$ cat config.mk
export PLATFORM = sky130hd
export DESIGN_NAME = axi_stream_extract_header
export DESIGN_NICKNAME = d
export VERILOG_FILES = /design/src/rtl/axi_stream_extract_header.sv
export SDC_FILE = /design/constraint.sdc
export NUM_CORES = 1
export LEC_CHECK = 0
export ABC_AREA = 1
export CORE_MARGIN = 2
export CORE_UTILIZATION = 30
export DETAILED_ROUTE_END_ITERATION = 7
export PLACE_DENSITY = 0.61
export REMOVE_ABC_BUFFERS = 1
export SYNTH_ARGS = -nofsm -noshare
export SYNTH_HDL_FRONTEND = slang
export SYNTH_SLANG_ARGS = --single-unit
$ cat constraint.sdc
create_clock -name clk -period 4.9 [get_ports clk]
set_clock_uncertainty 0.05 [all_clocks]
set_input_delay 0.98 -clock clk [delete_from_list [all_inputs] [get_ports clk]]
set_output_delay 0.98 -clock clk [all_outputs]
set_load 0.1 [all_outputs]
$ cat src/rtl/axi_stream_extract_header.sv
// Splits the first L bytes of each AXI-Stream packet onto a header port and
// forwards the remaining bytes, left-realigned and packed, on a payload port.
module axi_stream_extract_header #(
  parameter int unsigned DATA_WD      = 32,
  parameter int unsigned DATA_BYTE_WD = DATA_WD / 8,
  parameter int unsigned BYTE_CNT_WD  = $clog2(DATA_BYTE_WD)
) (
  input  logic                    clk,
  input  logic                    rst_n,
  input  logic                    valid_in,
  input  logic [DATA_WD-1:0]      data_in,
  input  logic [DATA_BYTE_WD-1:0] keep_in,
  input  logic                    last_in,
  output logic                    ready_in,
  input  logic [BYTE_CNT_WD-1:0]  byte_strip_cnt,
  output logic                    valid_out,
  output logic [DATA_WD-1:0]      data_out,
  output logic [DATA_BYTE_WD-1:0] keep_out,
  output logic                    last_out,
  input  logic                    ready_out,
  output logic                    valid_hdr,
  output logic [DATA_WD-1:0]      data_hdr,
  output logic [DATA_BYTE_WD-1:0] keep_hdr,
  output logic                    short_hdr,
  input  logic                    ready_hdr
);

  // Byte counts range over 0..DATA_BYTE_WD inclusive.
  localparam int unsigned LEN_WD = $clog2(DATA_BYTE_WD + 1);

  typedef enum logic [1:0] {
    FIRST = 2'd0,
    BODY  = 2'd1,
    FLUSH = 2'd2
  } state_t;

  // Keep mask with the k most significant lanes set.
  function automatic logic [DATA_BYTE_WD-1:0] lead_keep(input logic [LEN_WD-1:0] k);
    return ~({DATA_BYTE_WD{1'b1}} >> k);
  endfunction

  // Expand a per-lane keep into a per-bit data mask.
  function automatic logic [DATA_WD-1:0] lane_mask(input logic [DATA_BYTE_WD-1:0] k);
    logic [DATA_WD-1:0] m;
    m = '0;
    for (int i = 0; i < int'(DATA_BYTE_WD); i++) begin
      m[8*i +: 8] = {8{k[i]}};
    end
    return m;
  endfunction

  // Number of enabled lanes in a keep pattern.
  function automatic logic [LEN_WD-1:0] count_keep(input logic [DATA_BYTE_WD-1:0] k);
    logic [LEN_WD-1:0] c;
    c = '0;
    for (int i = 0; i < int'(DATA_BYTE_WD); i++) begin
      c = c + LEN_WD'(k[i]);
    end
    return c;
  endfunction

  state_t                  state, state_d;
  logic [LEN_WD-1:0]       len_q, len_d;
  logic [DATA_WD-1:0]      lo_data_q, lo_data_d;
  logic [LEN_WD-1:0]       lo_cnt_q, lo_cnt_d;

  logic                    valid_hdr_d, short_hdr_d;
  logic [DATA_WD-1:0]      data_hdr_d;
  logic [DATA_BYTE_WD-1:0] keep_hdr_d;
  logic                    valid_out_d, last_out_d;
  logic [DATA_WD-1:0]      data_out_d;
  logic [DATA_BYTE_WD-1:0] keep_out_d;

  logic                    hdr_free, pay_free;
  logic [LEN_WD-1:0]       len_first, len_cur;
  logic [LEN_WD-1:0]       beat_cnt, head_cnt, tail_cnt;
  logic [DATA_WD-1:0]      din, head_data, tail_data, body_data;
  logic [DATA_BYTE_WD-1:0] head_keep, body_keep;

  // Beat slicing: head = first L bytes, tail = bytes L.. realigned to the MSB.
  always_comb begin
    hdr_free  = !valid_hdr || ready_hdr;
    pay_free  = !valid_out || ready_out;
    len_first = LEN_WD'(byte_strip_cnt) + LEN_WD'(1);
    len_cur   = (state == FIRST) ? len_first : len_q;
    beat_cnt  = count_keep(keep_in);
    din       = data_in & lane_mask(keep_in);
    head_keep = keep_in & lead_keep(len_cur);
    head_data = din & lane_mask(lead_keep(len_cur));
    head_cnt  = (beat_cnt > len_cur) ? len_cur : beat_cnt;
    tail_data = din << {len_cur, 3'b000};
    tail_cnt  = (beat_cnt > len_cur) ? (beat_cnt - len_cur) : '0;
    body_data = lo_data_q | (head_data >> {lo_cnt_q, 3'b000});
    body_keep = lead_keep(lo_cnt_q + head_cnt);
  end

  // Next-state, input acceptance and output-slot updates.
  always_comb begin
    state_d     = state;
    len_d       = len_q;
    lo_data_d   = lo_data_q;
    lo_cnt_d    = lo_cnt_q;
    valid_hdr_d = valid_hdr && !ready_hdr;
    data_hdr_d  = data_hdr;
    keep_hdr_d  = keep_hdr;
    short_hdr_d = short_hdr;
    valid_out_d = valid_out && !ready_out;
    data_out_d  = data_out;
    keep_out_d  = keep_out;
    last_out_d  = last_out;
    ready_in    = 1'b0;

    unique case (state)
      FIRST: begin
        ready_in = rst_n && hdr_free && pay_free;
        if (valid_in && ready_in) begin
          len_d       = len_first;
          valid_hdr_d = 1'b1;
          data_hdr_d  = head_data;
          keep_hdr_d  = head_keep;
          short_hdr_d = (beat_cnt < len_cur);
          lo_data_d   = tail_data;
          lo_cnt_d    = tail_cnt;
          if (last_in) begin
            // Single-beat packet: whatever follows the header closes it.
            if (tail_cnt != '0) begin
              valid_out_d = 1'b1;
              data_out_d  = tail_data;
              keep_out_d  = lead_keep(tail_cnt);
              last_out_d  = 1'b1;
            end
          end else begin
            state_d = BODY;
          end
        end
      end

      BODY: begin
        ready_in = rst_n && pay_free;
        if (valid_in && ready_in) begin
          valid_out_d = 1'b1;
          data_out_d  = body_data;
          keep_out_d  = body_keep;
          last_out_d  = 1'b0;
          lo_data_d   = tail_data;
          lo_cnt_d    = tail_cnt;
          if (last_in) begin
            if (tail_cnt == '0) begin
              last_out_d = 1'b1;
              state_d    = FIRST;
            end else begin
              state_d = FLUSH;
            end
          end
        end
      end

      FLUSH: begin
        // Tail of the last beat did not fit; drain it as its own beat.
        if (pay_free) begin
          valid_out_d = 1'b1;
          data_out_d  = lo_data_q;
          keep_out_d  = lead_keep(lo_cnt_q);
          last_out_d  = 1'b1;
          lo_data_d   = '0;
          lo_cnt_d    = '0;
          state_d     = FIRST;
        end
      end

      default: begin
        state_d = FIRST;
      end
    endcase
  end

  // State, leftover and output registers with synchronous reset.
  always_ff @(posedge clk) begin
    if (!rst_n) begin
      state     <= FIRST;
      len_q     <= '0;
      lo_data_q <= '0;
      lo_cnt_q  <= '0;
      valid_hdr <= 1'b0;
      data_hdr  <= '0;
      keep_hdr  <= '0;
      short_hdr <= 1'b0;
      valid_out <= 1'b0;
      data_out  <= '0;
      keep_out  <= '0;
      last_out  <= 1'b0;
    end else begin
      state     <= state_d;
      len_q     <= len_d;
      lo_data_q <= lo_data_d;
      lo_cnt_q  <= lo_cnt_d;
      valid_hdr <= valid_hdr_d;
      data_hdr  <= data_hdr_d;
      keep_hdr  <= keep_hdr_d;
      short_hdr <= short_hdr_d;
      valid_out <= valid_out_d;
      data_out  <= data_out_d;
      keep_out  <= keep_out_d;
      last_out  <= last_out_d;
    end
  end

endmodule

==> summary.txt <==
Reg2Reg Setup Slack - 1.14 ns
DR vias/cell - 5.046
# rows - 55
Unrepaired setup endpoints after global routing - false
Starting density of the core - 0.3037
Synth Flop Type - dfxtp_1
P_leak - 3.564 nW
Arr. time, crit path - 4.68 ns
Worst reg2reg startpoint - state[1]
Hold slack - 0.4133 ns
Slew HR - 0.3229
Worst hold start - lo_data_q[0]
Count of cell types in the netlist - 36
CTS root buf - clkbuf_16
PortBufs - 120
Final core occ - 0.3899
Hold Path Class - reg2reg
Initial antenna violation count - 0
Adder-cell share of the synthesized area - 0.02902
Synth area leader - dfxtp_1
IO Pins - 121
Reg-to-reg endpoint - keep_out[3]
Overall die height - 154.7 µm
Placed cell areas - 0.008139 mm²
Grt ovf - 0
Worst VDD drop - 0.3494 mV
Max Freq - 0.2262 GHz
Tightest Pin Transition - 1.012 ns
CP endpoint kind - register
Cell area after synthesis - 0.006813 mm²
Yosys top cell area share - 0.3409
Synth Register Bits - 116
Vias post-DR - 7302
Residual DRC - 0
Storage cell area - 0.002322 mm²
Final-report hold violation count - 0
Post-cts resize count - 0
Worst setup path category - in2reg
Drt total wl - 24340 µm
First-pass GRT wire length - 38530 µm
CTS Buffer Depth - 2
Deepest level of the CTS H-tree - 4
Period utilisation layout - 0.9022
Max-slew violation count - 0
WP data required - 5.16 ns
Yosys warning total - 0
Synth Area in Simple Gates - 0.3324
GPL Wtd Cong - 0.9161
Register area share after synthesis - 0.3409
Worst Hold End - lo_data_q[0]
Placed insts - 1415
Status - completed
Minimum clock period - 4.421 ns
Post-Layout Cell Count - 1447
Post-DP HPWL - 16820 µm
Multi-input gate area - 0.003861 mm²
Post-route cell area - 0.008747 mm²
Hold Path Stages - 2
Clk_lat worst skew - 0.43 ns
Post-DRT Antenna Nets - 0
Fraction of layout cells with a size suffix above 1 - 0.07057
First-pass iteration count of the detailed router - 5
CTS Sinks - 116
Gr usage total - 0.2053
Leading cell type in the layout, fill and taps excluded - nand2_1
Fillers - 2405
Post-synth ARST share - 0
Avg Inst Size Synth - 6.409 µm²
Type of origin of the critical path - primary input
Maximum number of pins on one net before global-route repair - 53
Core box area - 0.02243 mm²
Gate Count Post-Synth - 1063
Crit-path max FO - 5
Iter 0 DRT Violations - 746
Total power - 7.093 mW
Post-CTS Setup Bufs - 0
Worst Setup Slack, final - 0.4794 ns
Area growth syn-to-layout - 28.39%
Multiplexer area fraction after synthesis - 0
Vias in the first global route - 6913
Synth Area in Compound Gates - 0.2017
Clk slew on worst S/H paths - 0.06 ns
Top cells by area, synth - dfxtp_1 34%, nand2_1 15%, a21oi_1 11%, nand3_1 7.3%, o21ai_0 6.5%
Most frequent cells in the layout - 273 x nand2_1, 149 x a21oi_1, 118 x clkdlybuf4s50_1
Antenna diode count - 0
Die Span X - 154.7 µm
Nets@finish - 1207
Pre-CTS setup slack - 0.03794 ns
Xor and xnor fraction of the mapped netlist area - 0.002571
Drt wl/cell - 16.82 µm
Setup TNS - 0 ns
CTS Buf Count - 17
Number of synthesized flops with an enable pin - 0
Cts hold-fix bufs - 0
Power Dens Cells - 810.9 mW/mm²
Max-cap violations - 0
Main combinational cell family by area after synthesis - simple AND/OR/NAND/NOR gates
Final setup violation count - 0
Register-to-Register Path Depth - 20
CTS tree - yes
Die area - 0.02393 mm²
==> kinds of logic (layout without fill, tap and decap cells) <==
group,count (synthesis),after routing
xor gates and xnor gates,2,2
adders and majority gates,14,14
and+or+nand+nor,528,528
buffers and inverters,141,240
AOI/OAI and AO/OA,262,262
DFF,116,116
==> registers in the layout, summed over array words and instances, names as in the netlist <==
register	flops
data_hdr	32
data_out	32
keep_hdr	4
keep_out	4
last_out	1
len_q	3
lo_cnt_q	3
lo_data_q	32
short_hdr	1
state	2
valid_hdr	1
valid_out	1
==> layer usage <==
layer  track usage  share of wire  vias to the layer above
met1        0.2792           0.46                     3286
li1              -              -                     3672
met2        0.3159           0.44                      306
met5             0              0                        -
met4       0.09171          0.036                        0
met3       0.03951          0.063                       38
==> worst max-delay path by stage <==
stage / start / to / slack, ns / cells after the start
after floorplan: ready_out / len_q[2] / 0.56 / 7
after CTS: keep_in[0] / keep_out[3] / 0.48 / 17
after global placement: keep_in[0] / keep_out[3] / 0.12 / 17
after global routing: keep_in[0] / keep_out[1] / 0.17 / 19
final: keep_in[0] / keep_out[3] / 0.48 / 17
after detailed placement: keep_in[0] / keep_out[3] / 0.04 / 17
==> synth_stat cells, types with 3 or more instances <==
cell,count
dfxtp_1,116
nor2_1,112
nand2_1,273
nand3_1,99
nand2_4,4
o211ai_1,9
inv_1,63
buf_4,8
a21oi_1,149
clkbuf_1,34
nand4_1,4
nand2_2,11
o21ai_0,89
o21ai_1,6
inv_2,4
a22oi_1,3
nor2_4,3
nor3_1,16
buf_2,18
ha_1,11
buf_6,7
fa_1,3
clkinv_1,4
==> power breakdown <==
part,leakage (nW),switching [mW],internal [mW]
Combinational,2.33,3.34,1.13
Clock,0.286,0.490,0.802
Sequential,0.947,0.138,1.19
==> worst max-delay path, stage by stage <==
cell and delay (ns):
clkdlybuf4s50_1 0.54, fa_1 0.52, ha_1 0.20, ha_1 0.31
ha_1 0.31, nand3_1 0.10, nand2_2 0.08, nand2_1 0.10
o21ai_0 0.19, ha_1 0.17, inv_1 0.05, fa_1 0.52
o21ai_0 0.12, nor3b_1 0.25, nand2_1 0.07, a21oi_1 0.12
nor2_1 0.06
==> cell type report <==
type                            instances  share of cell area
Sequential cell                       116              0.2655
Clock inverter                         15             0.02088
Clock buffer                           17             0.04863
Multi-Input combinational cell        806              0.4414
Tap cell                              285             0.04077
Inverter                               72             0.03118
Timing Repair Buffer                  136              0.1516
Power figures use the tool's default switching activity.
